## src/rtl/step_clock_gen_if.sv

```systemverilog
// Transport-control inputs and step-index outputs shared between the step clock
// generator (master) and the note-trigger decoder / host control (slave).
interface step_clock_gen_if #(
  parameter int DIV_WIDTH = 24
);
  logic                 start;
  logic                 stop;
  logic                 pause;
  logic [DIV_WIDTH-1:0] tempo_div;
  logic                 tempo_load;
  logic [3:0]           length;
  logic [3:0]           counter;
  logic                 step_tick;
  logic                 wrap;
  logic                 running;

  modport master (
    input  start, stop, pause, tempo_div, tempo_load, length,
    output counter, step_tick, wrap, running
  );

  modport slave (
    output start, stop, pause, tempo_div, tempo_load, length,
    input  counter, step_tick, wrap, running
  );
endinterface

```

## src/rtl/step_clock_gen.sv

```systemverilog
// Tempo divider and step-index sequencer with start/stop/pause transport and
// registered one-cycle step/wrap strobes for the note-trigger decoder.
module step_clock_gen #(
  parameter int                   DIV_WIDTH   = 24,
  parameter logic [DIV_WIDTH-1:0] DEFAULT_DIV = 24'd6_250_000,
  parameter int                   MIN_DIV     = 2
) (
  input  logic             clk,
  input  logic             rst_n,
  step_clock_gen_if.master bus
);
  typedef enum logic [1:0] {IDLE, RUN, PAUSE} state_t;

  localparam logic [DIV_WIDTH-1:0] MIN_DIV_W = DIV_WIDTH'(MIN_DIV);
  localparam logic [DIV_WIDTH-1:0] ONE_W     = DIV_WIDTH'(1);

  state_t               state_reg, state_next;
  logic [DIV_WIDTH-1:0] div_reg, div_next;
  logic [DIV_WIDTH-1:0] presc_reg, presc_next;
  logic [3:0]           counter_reg, counter_next;
  logic                 tick_reg, tick_next;
  logic                 wrap_reg, wrap_next;

  // State register (plus datapath registers)
  always_ff @(posedge clk or negedge rst_n) begin
    if (!rst_n) begin
      state_reg   <= IDLE;
      div_reg     <= DEFAULT_DIV;
      presc_reg   <= '0;
      counter_reg <= 4'd0;
      tick_reg    <= 1'b0;
      wrap_reg    <= 1'b0;
    end else begin
      state_reg   <= state_next;
      div_reg     <= div_next;
      presc_reg   <= presc_next;
      counter_reg <= counter_next;
      tick_reg    <= tick_next;
      wrap_reg    <= wrap_next;
    end
  end

  // Next-state logic: stop beats start beats pause
  always_comb begin
    state_next = state_reg;
    if (bus.stop) begin
      state_next = IDLE;
    end else if (bus.start) begin
      state_next = RUN;
    end else if (bus.pause) begin
      case (state_reg)
        RUN:     state_next = PAUSE;
        PAUSE:   state_next = RUN;
        default: state_next = state_reg;
      endcase
    end
  end

  // Datapath next values; a pause edge freezes presc/counter in either direction
  always_comb begin
    div_next     = div_reg;
    presc_next   = presc_reg;
    counter_next = counter_reg;
    tick_next    = 1'b0;
    wrap_next    = 1'b0;

    if (bus.tempo_load) begin
      div_next = (bus.tempo_div < MIN_DIV_W) ? MIN_DIV_W : bus.tempo_div;
    end

    if (bus.stop) begin
      counter_next = 4'd0;
      presc_next   = '0;
    end else if (bus.start) begin
      counter_next = 4'd0;
      presc_next   = div_reg - ONE_W;
      tick_next    = 1'b1;
    end else if (!bus.pause && state_reg == RUN) begin
      if (presc_reg == '0) begin
        // Reload uses the pre-load divider, so a same-cycle load applies one step later
        presc_next = div_reg - ONE_W;
        tick_next  = 1'b1;
        if (counter_reg >= bus.length) begin
          counter_next = 4'd0;
          wrap_next    = 1'b1;
        end else begin
          counter_next = counter_reg + 4'd1;
        end
      end else begin
        presc_next = presc_reg - ONE_W;
      end
    end
  end

  // Output logic
  always_comb begin
    bus.running   = (state_reg == RUN);
    bus.counter   = counter_reg;
    bus.step_tick = tick_reg;
    bus.wrap      = wrap_reg;
  end
endmodule

```

## src/flat_wrapper.sv

```systemverilog
// flat-port wrapper written by rule: the top's interface ports become plain ports
module step_clock_gen_flat 
#(
  parameter int                   DIV_WIDTH   = 24,
  parameter logic [DIV_WIDTH-1:0] DEFAULT_DIV = 24'd6_250_000,
  parameter int                   MIN_DIV     = 2
)
  (clk, rst_n, bus_start, bus_stop, bus_pause, bus_tempo_div, bus_tempo_load, bus_length, bus_counter, bus_step_tick, bus_wrap, bus_running);
  step_clock_gen_if #(.DIV_WIDTH(DIV_WIDTH)) bus_i ();
  input  logic clk;
  input  logic rst_n;
  input wire logic [$bits(bus_i.start)-1:0] bus_start;
  input wire logic [$bits(bus_i.stop)-1:0] bus_stop;
  input wire logic [$bits(bus_i.pause)-1:0] bus_pause;
  input wire logic [$bits(bus_i.tempo_div)-1:0] bus_tempo_div;
  input wire logic [$bits(bus_i.tempo_load)-1:0] bus_tempo_load;
  input wire logic [$bits(bus_i.length)-1:0] bus_length;
  output wire logic [$bits(bus_i.counter)-1:0] bus_counter;
  output wire logic [$bits(bus_i.step_tick)-1:0] bus_step_tick;
  output wire logic [$bits(bus_i.wrap)-1:0] bus_wrap;
  output wire logic [$bits(bus_i.running)-1:0] bus_running;
  assign bus_i.start = bus_start;
  assign bus_i.stop = bus_stop;
  assign bus_i.pause = bus_pause;
  assign bus_i.tempo_div = bus_tempo_div;
  assign bus_i.tempo_load = bus_tempo_load;
  assign bus_i.length = bus_length;
  assign bus_counter = bus_i.counter;
  assign bus_step_tick = bus_i.step_tick;
  assign bus_wrap = bus_i.wrap;
  assign bus_running = bus_i.running;
  step_clock_gen #(.DIV_WIDTH(DIV_WIDTH), .DEFAULT_DIV(DEFAULT_DIV), .MIN_DIV(MIN_DIV)) u_core (.clk(clk), .rst_n(rst_n), .bus(bus_i));
endmodule
```

## config.mk

```make
export PLATFORM = sky130hd
export DESIGN_NAME = step_clock_gen_flat
export DESIGN_NICKNAME = d
export VERILOG_FILES = /design/src/rtl/step_clock_gen_if.sv /design/src/rtl/step_clock_gen.sv /design/src/flat_wrapper.sv
export SDC_FILE = /design/constraint.sdc
export NUM_CORES = 1
export LEC_CHECK = 0
export BUFFER_PORTS_ARGS = -buffer_cell sky130_fd_sc_hd__buf_2
export CORE_ASPECT_RATIO = 1.25
export CORE_UTILIZATION = 40
export DETAILED_ROUTE_END_ITERATION = 16
export MAX_ROUTING_LAYER = met4
export PLACE_DENSITY = 0.61
export SYNTH_ARGS = -nofsm -noshare
export SYNTH_HDL_FRONTEND = slang
export SYNTH_SLANG_ARGS = --single-unit
```

## constraint.sdc

```tcl
create_clock -name clk -period 2.3 [get_ports clk]
set_input_delay 0.69 -clock clk [delete_from_list [all_inputs] [get_ports clk]]
set_output_delay 0.69 -clock clk [all_outputs]
set_load 0.03 [all_outputs]
```

==> key figures, run 1 <==
Run status
  • Run status: finished, final reports clean

Floorplan
  • Die Span Y: 106.3 µm
  • Starting Density: 0.4174
  • Core footprint: 8333 µm²
  • Num ports: 41
  • Die width: 85.41 µm
  • Die ar.: 9075 µm²
  • Row count: 37

Yosys
  • Yosys reg bits: 56
  • Synth area leader: dfrtp_1
  • Synth Area in XOR/XNOR: 0.04784
  • Mapped Area: around 3500 µm²
  • Post-synthesis compound-gate area fraction: 0.1529
  • Synth top area share: 0.3165
  • Top FF cell, synth: dfrtp_1
  • Most frequent cell after synthesis: dfrtp_1
  • Post-synthesis sequential area ratio: 0.4072
  • Async set or reset register ratio after synthesis: 1.000
  • Largest family of logic cells by synthesized area: simple AND/OR/NAND/NOR gates
  • Ranking of synthesized cells by area: dfrtp_1 32%, dfstp_2 9.1%, mux2_2 7.1%
  • Synth Area per Inst: 9.325 µm²
  • Post-Syn Nets: around 420
  • Post-Synth Simple-Gate Area: 0.2482
  • Post-synth EDFFs: 0
  • Cell variety after synth: between 50 and 60
  • Adder-Cell Fraction of Synth Area: 0.02878
  • Yosys Warn Count: 0
  • Most instantiated cells after synthesis: 44 x dfrtp_1, 39 x o21ai_0, 34 x nand2_1, 30 x nor2_1
  • Post-synthesis mux area share: 0.07698
  • Mapped Cells: 373

Worst setup path
  • Crit end category: flip-flop
  • Crit start category: flip-flop
  • WP data required: 2.50 ns
  • Critical path, cell by cell: or4_1 > buf_4 > nand2b_1 > nor3_1 > o21ai_0 > a221o_1
  • Setup Crit Path Kind: reg2reg
  • Arrival @ worst endpoint: about 2.4 ns
  • Critical path fanouts, max: 5
  • Critical path's largest stage delay: between 0.6 and 0.7 ns
  • Slowest CP cell: or4_1

Clock network
  • Clock sinks: 56
  • TritonCTS buffer count: 5
  • Htree depth: 2
  • CTS tree: yes
  • CTS Buffer Depth: 2
  • Clock slew at reported path FFs: around 0.10 ns
  • Worst-Skew Late Latency: 0.31 ns
  • Root Buffer: clkbuf_8

STA
  • Slew @ Worst Pin: 0.5307 ns
  • Final setup violation count: 0
  • RSZ-0062 raised after global routing: no
  • Final Hold Vio Count: 0
  • Slew Limit Fails: 0
  • Period utilization: 0.9534
  • Min Clock Period, post-route: 2.193 ns
  • Skew final: 0.006152 ns
  • Max Fclk: 0.4560 GHz
  • Slew headroom: 0.6424

Placed design
  • # port buffers: 40
  • DP HPWL: 6.770 mm
  • Final GP Congestion: 0.8854

Cells and area
  • Share of cells above drive strength 1: 0.3189
  • N_diodes: 0
  • # nets final: 480
  • Final core utilization: 0.4980
  • Area grow syn2layout: 19.32%

Global route
  • Initial antenna violation count: 0
  • Vias in the first global route: roughly 3000
  • Tot GR Track Use: 0.2116
  • Largest net degree at the start of global routing: 27
  • Remaining global-route overflow: 0
  • First-pass GRT wire length: around 15 mm

Drt
  • Routed Antenna Nets: 0
  • First DRT Iteration DRCs: 296
  • Routed wire per std cell: 16.60 µm
  • Pre-antenna DRT Iters: 4
  • # DRC: 0
  • Vias/cell: 5.750
  • Vias: 3082
  • WL final: 8.897 mm

Pwr
  • Leakage: 1.814 nW
  • Sw Ratio: 0.3367
  • Clk pwr share: 0.249
  • Reg power frac: 0.457
  • Switch Pwr: 0.8968 mW
  • Pwr dens: 641.9 nW/µm²
  • Final Power: 2.664 mW
  • Combinational share of power: 0.294
  • Int Power: approximately 1.8 mW
  • Peak supply drop: 478.2 µV

Hold path
  • Worst Hold Class: in2async

Run
  • Max-cap violations: 0
==> power by group through the flow <==
stage	Clock [mW]	Sequential [mW]	Combinational (mW)
3_5_place_dp	0	1.23	0.754
3_3_place_gp	0	1.22	0.748
2_1_floorplan	0	1.19	0.491
4_1_cts	0.689	1.21	0.767
5_1_grt	0.723	1.23	0.865
6_report	0.664	1.22	0.782
==> layout make-up <==
type / count / area (µm²)
multi-input combinational: 290 / 1979
inverter: 11 / 41.29
sequential: 56 / 1416
clock inverter: 3 / 42.54
tap: 97 / 121.4
timing repair buffer: 74 / 480.5
fill: 829 / 4183
clock buffer: 5 / 68.82
==> cells by family (layout without fill, tap and decap cells) <==
kind of cell / count (synthesis) / count (layout)
AO/OA/AOI/OAI: 84 / 84
XOR/XNOR: 19 / 19
buffers and inverters: 27 / 93
adder cells (fa/ha/maj): 8 / 8
flip-flops: 56 / 56
AND/OR/NAND/NOR: 155 / 155
multiplexers: 24 / 24
==> per-stage QoR <==
step | area [µm²] | cells | setup slack (ns) | TNS, ns | hold slack, ns
6_report | 4150 | 536 | 0.1071 | 0 | 0.3373
5_1_grt | 4150 | 536 | 0.01219 | 0 | 0.3514
4_1_cts | 4085 | 534 | 0.04849 | 0 | 0.3445
3_5_place_dp | 3954 | 525 | -0.1367 | -1.321 | 0.5013
3_3_place_gp | 3954 | 525 | -0.08636 | -0.5598 | 0.4982
2_1_floorplan | 3478 | 373 | 0.1609 | 0 | 0.3944
==> final timing paths <==
check / start / endpoint / slack (ns) / cells after the start
setup / recovery: u_core.presc_reg[14] / u_core.presc_reg[21] / 0.11 / 6
hold / removal: rst_n / u_core.div_reg[23] / 0.34 / 1
setup reg to reg: u_core.presc_reg[14] / u_core.presc_reg[21] / 0.11 / 6
hold reg to reg: u_core.presc_reg[13] / u_core.presc_reg[13] / 0.53 / 1
max in group asynchronous: rst_n / u_core.presc_reg[6] / 1.37 / 2
min in group clk: u_core.presc_reg[13] / u_core.presc_reg[13] / 0.53 / 1
==> repair_timing <==
item,CTS,global route
buffers inserted,1,2
hold buffers,0,0
pin swaps,1,4
setup endpoints to repair,13,22
gates cloned,0,0
resized for setup,2,8
==> metal layers <==
| metal | global-route usage | routed length, µm | vias up |
|---|---|---|---|
| li1 | - | - | 1512 |
| met1 | 0.2587 | 3867 | 1461 |
| met2 | 0.3611 | 4435 | 96 |
| met3 | 0.03028 | 421 | 13 |
| met4 | 0.06548 | 172 | 0 |
| met5 | - | 0 | - |
==> critical path: cells and delay by family, from the launching register on <==
family / cells / cell delay (ns)
AND/OR/NAND/NOR: 3 / 1.05
flip-flops: 1 / 0.39
AO/OA/AOI/OAI: 2 / 0.46
buffers and inverters: 1 / 0.19
==> layout by cell type (no fill, tap or decap), types with 7 or more instances in the layout <==
cell type / n
a21oi_1: 20
dfstp_2: 12
mux2_2: 22
nand3_1: 9
o21ai_0: 39
nor2_1: 29
nand2_1: 34
dfrtp_1: 44
ha_1: 7
buf_4: 32
xor2_1: 11
xnor2_1: 8
nor4_1: 22
nor3_1: 17
buf_2: 40
inv_1: 10
No activity file was read; power rests on OpenSTA's default activity.
==> inputs of run 2 (changes only) <==
--- a/config.mk
+++ b/config.mk
@@ -7,6 +7,7 @@
 export LEC_CHECK = 0
 export BUFFER_PORTS_ARGS = -buffer_cell sky130_fd_sc_hd__buf_2
 export CORE_ASPECT_RATIO = 1.25
+export CORE_MARGIN = 4
 export CORE_UTILIZATION = 40
 export DETAILED_ROUTE_END_ITERATION = 16
 export MAX_ROUTING_LAYER = met4
==> key figures, run 2 (synthesis gave the netlist of run 1 again) <==
Run status
  • Run status: finished, final reports clean

Floorplan
  • Die ar.: 10260 µm² (+13%)
  • Starting Density: 0.4151 (-0.002306)
  • Num ports: 41 (unchanged)
  • Row count: 37 (unchanged)
  • Die Span Y: 112.3 µm (+5.6%)
  • Core footprint: 8379 µm² (+0.56%)
  • Die width: 91.41 µm (+7.0%)

Global route
  • Tot GR Track Use: 0.1899 (-0.02179)
  • Largest net degree at the start of global routing: 27 (unchanged)
  • Vias in the first global route: 3188 (+7.3%)
  • First-pass GRT wire length: 15.65 mm (+5.8%)
  • Remaining global-route overflow: 0 (unchanged)
  • Initial antenna violation count: 0 (unchanged)

Clock network
  • CTS tree: yes
  • CTS Buffer Depth: 2 (unchanged)
  • Htree depth: 2 (unchanged)
  • Root Buffer: clkbuf_8
  • Worst-Skew Late Latency: 0.31 ns (about the same)
  • TritonCTS buffer count: 5 (unchanged)
  • Clock sinks: 56 (unchanged)
  • # hold bufs at CTS: 0 (unchanged)
  • Clock slew at reported path FFs: 0.11 ns (about the same)

Pwr
  • Pwr dens: 621.9 nW/µm² (-3.1%)
  • Final Power: 2.587 mW (-2.9%)
  • Leakage: 1.798 nW (-0.88%)
  • Peak supply drop: 323.1 µV (-32%)

STA
  • Slew @ Worst Pin: 0.5795 ns (+0.04879 ns)
  • Skew final: 0.007794 ns (+0.001642 ns)
  • Slew headroom: 0.6096 (-0.03287)
  • Min Clock Period, post-route: 2.212 ns (+0.01860 ns)
  • Final Hold Vio Count: 0 (unchanged)
  • Max Fclk: 0.4522 GHz (-0.84%)
  • RSZ-0062 raised after global routing: no
  • Slew Limit Fails: 0 (unchanged)
  • Final setup violation count: 0 (unchanged)
  • Period utilization: 0.9615 (+0.008086)

Placed design
  • Placed cell areas: 3979 µm² (+0.63%)
  • # port buffers: 40 (unchanged)
  • Final GP Congestion: 0.8705 (-1.7%)
  • DP HPWL: 6.861 mm (+1.3%)
  • Placed cell count: 545 (+3.8%)

Drt
  • Pre-antenna DRT Iters: 4 (unchanged)
  • Vias: 3063 (-0.62%)
  • First DRT Iteration DRCs: 291 (-1.7%)
  • Routed Antenna Nets: 0 (unchanged)
  • WL final: 8.989 mm (+1.0%)
  • Vias/cell: 5.509 (-4.2%)
  • # DRC: 0 (unchanged)
  • Routed wire per std cell: 16.17 µm (-2.6%)

Cells and area
  • N_diodes: 0 (unchanged)
  • # nets final: 480 (unchanged)
  • Area grow syn2layout: 19.60%
  • Fin area: 4160 µm² (+0.24%)
  • Commonest non-fill, non-tap cells in the layout: 44 x dfrtp_1, 40 x buf_2, 39 x o21ai_0
  • Commonest non-fill, non-tap cell in the layout: dfrtp_1
  • Fin cells: 556 (+3.7%)
  • Share of cells above drive strength 1: 0.3257 (+0.006834)

Worst setup path
  • Setup Crit Path Kind: reg2reg
  • Crit start category: flip-flop
  • FF-to-FF setup slack: 0.09 ns (-0.02 ns)
  • Worst R2R Start: u_core.div_reg[16]
  • Arrival @ worst endpoint: 2.42 ns (+0.02 ns)
  • Cells on worst reg2reg path: 5 (-1)
  • Crit end category: flip-flop
  • Critical path fanouts, max: 4 (-1)
  • Reg-to-Reg End: u_core.presc_reg[22]
  • WP data required: 2.51 ns (about the same)

Run
  • Max-cap violations: 0 (unchanged)

Hold path
  • Worst Hold Class: in2async
[run 2: cell types whose count changed in the layout (fill, tap and decap cells not counted), sizes merged]
| cell | previous run | this run |
|---|---|---|
| bufinv | 1 | 0 |
| clkbuf | 5 | 6 |
| clkinv | 1 | 2 |
| clkinvlp | 1 | 0 |
[run 2: how the worst max path moves through the flow]
stage / startpoint / end / slack [ns]
after floorplan: u_core.presc_reg[14] / u_core.presc_reg[6] / 0.16
after global placement: u_core.presc_reg[0] / u_core.presc_reg[20] / -0.09
after detailed placement: u_core.presc_reg[0] / u_core.presc_reg[20] / -0.15
after CTS: u_core.presc_reg[0] / u_core.presc_reg[6] / 0.04
after global routing: u_core.div_reg[16] / u_core.presc_reg[22] / 0.001
final: u_core.div_reg[16] / u_core.presc_reg[22] / 0.09
[run 2: critical path, stage by stage, from the launching register on]
cell,delay [ns]
dfstp_2,0.40
or4_4,0.57
or4_4,0.46
nor3_1,0.23
xor2_1,0.10
a221o_1,0.35
[run 2: final cells by class]
cell class / count / area [µm²]
Tap cell: 117 / 146.4
Inverter: 11 / 41.29
Timing Repair Buffer: 74 / 475.5
Multi-Input combinational cell: 290 / 1988
Sequential cell: 56 / 1416
Clock buffer: 6 / 82.58
Clock inverter: 2 / 10.01
Fill cell: 820 / 4219
[run 2: per-layer routing]
metal,track usage,wire [µm],vias up,part of all wire
li1,-,-,1508,-
met1,0.2357,3969,1448,0.44
met2,0.3135,4411,92,0.49
met3,0.02480,413,15,0.046
met4,0.07344,195,0,0.022
met5,-,0,-,0
[run 2: where the power goes]
group,leakage (nW),internal (mW),total (mW),switching [mW]
clock network,0.0510,0.242,0.578,0.336
registers,0.697,1.09,1.21,0.119
logic,1.05,0.361,0.796,0.436
[run 2: stage by stage]
step	TNS, ns	utilization	hold slack, ns	setup WS, ns
3_5_place_dp	-1.121	0.4748	0.5050	-0.1476
4_1_cts	0	0.4883	0.3366	0.03573
5_1_grt	0	0.4965	0.3539	0.001309
2_1_floorplan	0	-	0.3944	0.1609
3_3_place_gp	-0.5680	0.4748	0.5042	-0.08573
6_report	0	0.4965	0.3283	0.08850
[run 2: what timing repair did]
| action | 4_1_cts | 5_1_grt |
|---|---|---|
| gates resized for setup | 2 | 12 |
| pin swaps | 1 | 3 |
| endpoints found under the setup margin | 16 | 24 |
| setup buffers | 1 | 2 |
==> inputs of run 3 (changes only) <==
--- a/config.mk
+++ b/config.mk
@@ -9,8 +9,8 @@
 export CORE_ASPECT_RATIO = 1.25
 export CORE_MARGIN = 4
 export CORE_UTILIZATION = 40
+export CTS_CLUSTER_SIZE = 40
 export DETAILED_ROUTE_END_ITERATION = 16
-export MAX_ROUTING_LAYER = met4
 export PLACE_DENSITY = 0.61
 export SYNTH_ARGS = -nofsm -noshare
 export SYNTH_HDL_FRONTEND = slang
==> key figures, run 3 (synthesis gave the netlist of run 1 again) <==
Pwr
  • Reg power frac: 0.469 (about the same)
  • Sw Ratio: 0.3442 (about the same)
  • Peak supply drop: 322.8 µV (about the same)
  • Int Power: 1.697 mW (about the same)
  • Clk pwr share: 0.223 (about the same)
  • Leakage: 1.798 nW (unchanged)
  • Switch Pwr: 0.8903 mW (about the same)
  • Pwr dens: 621.8 nW/µm² (about the same)
  • Combinational share of power: 0.308 (about the same)

Placed design
  • # port buffers: 40 (unchanged)
  • Placed cell count: 545 (unchanged)
  • DP HPWL: 6.861 mm (unchanged)
  • Final GP Congestion: 0.8569 (-1.6%)
  • Pre-CTS WS: -0.1476 ns (unchanged)

STA
  • Min Clock Period, post-route: 2.211 ns (-0.0007144 ns)
  • Final setup violation count: 0 (unchanged)
  • Period utilization: 0.9612 (about the same)
  • Slew Limit Fails: 0 (unchanged)
  • Skew final: 0.008757 ns (+0.0009632 ns)
  • Max Fclk: 0.4523 GHz (about the same)
  • Setup ws final: 0.08921 ns (+0.0007144 ns)
  • Slew @ Worst Pin: 0.5742 ns (-0.005305 ns)
  • RSZ-0062 raised after global routing: no
  • Slew headroom: 0.6131 (+0.003574)
  • Final Hold Vio Count: 0 (unchanged)

Cells and area
  • Commonest non-fill, non-tap cells in the layout: 44 x dfrtp_1, 40 x buf_2, 39 x o21ai_0
  • # nets final: 480 (unchanged)
  • Share of cells above drive strength 1: 0.3257 (unchanged)
  • N_diodes: 0 (unchanged)
  • Multi-input logic area: 1988 µm² (unchanged)
  • Area grow syn2layout: 19.60% (unchanged)
  • Filler instances: 820 (unchanged)
  • Fin cells: 556 (unchanged)
  • Register area: 1416 µm² (unchanged)
  • Commonest non-fill, non-tap cell in the layout: dfrtp_1

Worst setup path
  • CP top delay family: simple AND/OR/NAND/NOR gates
  • Slowest CP cell: or4_4
  • WP buf/inv: 0 (unchanged)
  • Crit start category: flip-flop
  • Critical path's largest stage delay: 0.57 ns (about the same)
  • WP data required: 2.50 ns (about the same)
  • Worst R2R Start: u_core.div_reg[16]
  • Cells on worst reg2reg path: 5 (unchanged)
  • Critical path fanouts, max: 4 (unchanged)
  • Arrival @ worst endpoint: 2.42 ns (about the same)
  • Critical path's most frequent cell: or4_4
  • Setup Crit Path Kind: reg2reg
  • Crit end category: flip-flop
  • Reg-to-Reg End: u_core.presc_reg[22]
  • FF-to-FF setup slack: 0.09 ns (about the same)
  • Critical path, cell by cell: or4_4 > or4_4 > nor3_1 > xor2_1 > a221o_1

Global route
  • Remaining global-route overflow: 0 (unchanged)
  • Initial antenna violation count: 0 (unchanged)
  • Vias in the first global route: 3180 (-0.25%)
  • Tot GR Track Use: 0.1844 (-0.005452)
  • Largest net degree at the start of global routing: 27 (unchanged)
  • First-pass GRT wire length: 15.64 mm (about the same)

Drt
  • Routed Antenna Nets: 0 (unchanged)
  • First DRT Iteration DRCs: 244 (-16%)
  • Pre-antenna DRT Iters: 4 (unchanged)
  • # DRC: 0 (unchanged)
  • Vias: 3077 (+0.46%)
  • Routed wire per std cell: 16.25 µm (+0.49%)
  • Vias/cell: 5.534 (+0.46%)
  • WL final: 9.033 mm (+0.49%)

Clock network
  • # hold bufs at CTS: 0 (unchanged)
  • TritonCTS buffer count: 5 (unchanged)
  • Clock slew at reported path FFs: 0.11 ns (about the same)
  • Htree depth: 2 (unchanged)
  • Root Buffer: clkbuf_8
  • CTS Buffer Depth: 2 (unchanged)
  • Worst-Skew Late Latency: 0.31 ns (about the same)
  • CTS tree: yes
  • Clock sinks: 56 (unchanged)

Run status
  • Run status: finished, final reports clean

Floorplan
  • Starting Density: 0.4151 (unchanged)
  • Row count: 37 (unchanged)
  • Die ar.: 10260 µm² (unchanged)
  • Core footprint: 8379 µm² (unchanged)
  • Die Span Y: 112.3 µm (unchanged)
  • Num ports: 41 (unchanged)
  • Die width: 91.41 µm (unchanged)

Run
  • Max-cap violations: 0 (unchanged)

Hold path
  • Worst Hold Class: in2async
-- run 3: cell counts in the layout (fill, tap and decap cells not counted) --
Identical to the previous run, type by type.
-- run 3: worst max path at each step --
stage	start	to	slack [ns]	depth (start not counted)
floorplan	u_core.presc_reg[14]	u_core.presc_reg[6]	0.16	8
global placement	u_core.presc_reg[0]	u_core.presc_reg[20]	-0.09	9
detailed placement	u_core.presc_reg[0]	u_core.presc_reg[20]	-0.15	9
CTS	u_core.presc_reg[0]	u_core.presc_reg[6]	0.04	9
global route	u_core.div_reg[16]	u_core.presc_reg[22]	0.001	5
finish	u_core.div_reg[16]	u_core.presc_reg[22]	0.09	5
-- run 3: per-layer routing --
metal | track usage | up-vias | share of wire
met5 | 0 | - | 0
met4 | 0.07344 | 0 | 0.023
met3 | 0.02614 | 15 | 0.052
met2 | 0.3116 | 109 | 0.49
met1 | 0.2366 | 1448 | 0.44
li1 | - | 1505 | -
-- run 3: worst register-to-register path, stage by stage (launching register included) --
cell and delay (ns):
dfstp_2 0.40, or4_4 0.57, or4_4 0.46, nor3_1 0.23, xor2_1 0.10, a221o_1 0.35
-- run 3: what timing repair did --
action / CTS / global route
buffers inserted: 1 / 2
endpoints found under the setup margin: 16 / 24
gates resized for setup: 2 / 12
pin swaps: 1 / 3
-- run 3: cell type report --
cell class / instances / area share
clock buffers: 6 / 0.01985
clock inverters: 2 / 0.002406
inverters: 11 / 0.009925
multi-input cells: 290 / 0.4779
flip-flops and latches: 56 / 0.3405
well taps: 117 / 0.03519
repair buffers: 74 / 0.1143
-- run 3: through the flow --
stage               power (mW)  setup TNS [ns]    util  cell area, µm²  hold WS, ns
floorplan                1.685               0       -            3478       0.3944
global placement         1.976         -0.5680  0.4748            3979       0.5042
detailed placement       1.986          -1.121  0.4748            3979       0.5050
CTS                      2.575               0  0.4883            4091       0.3366
global route             2.747               0  0.4965            4160       0.3539
finish                   2.587               0  0.4965            4160       0.3315
-- run 3: power by group through the flow --
stage               Sequential, mW  Combinational [mW]  Clock, mW
finish                        1.21               0.797      0.577
global route                  1.23               0.888      0.627
CTS                           1.21               0.774      0.593
detailed placement            1.22               0.761          0
global placement              1.22               0.756          0
floorplan                     1.19               0.491          0
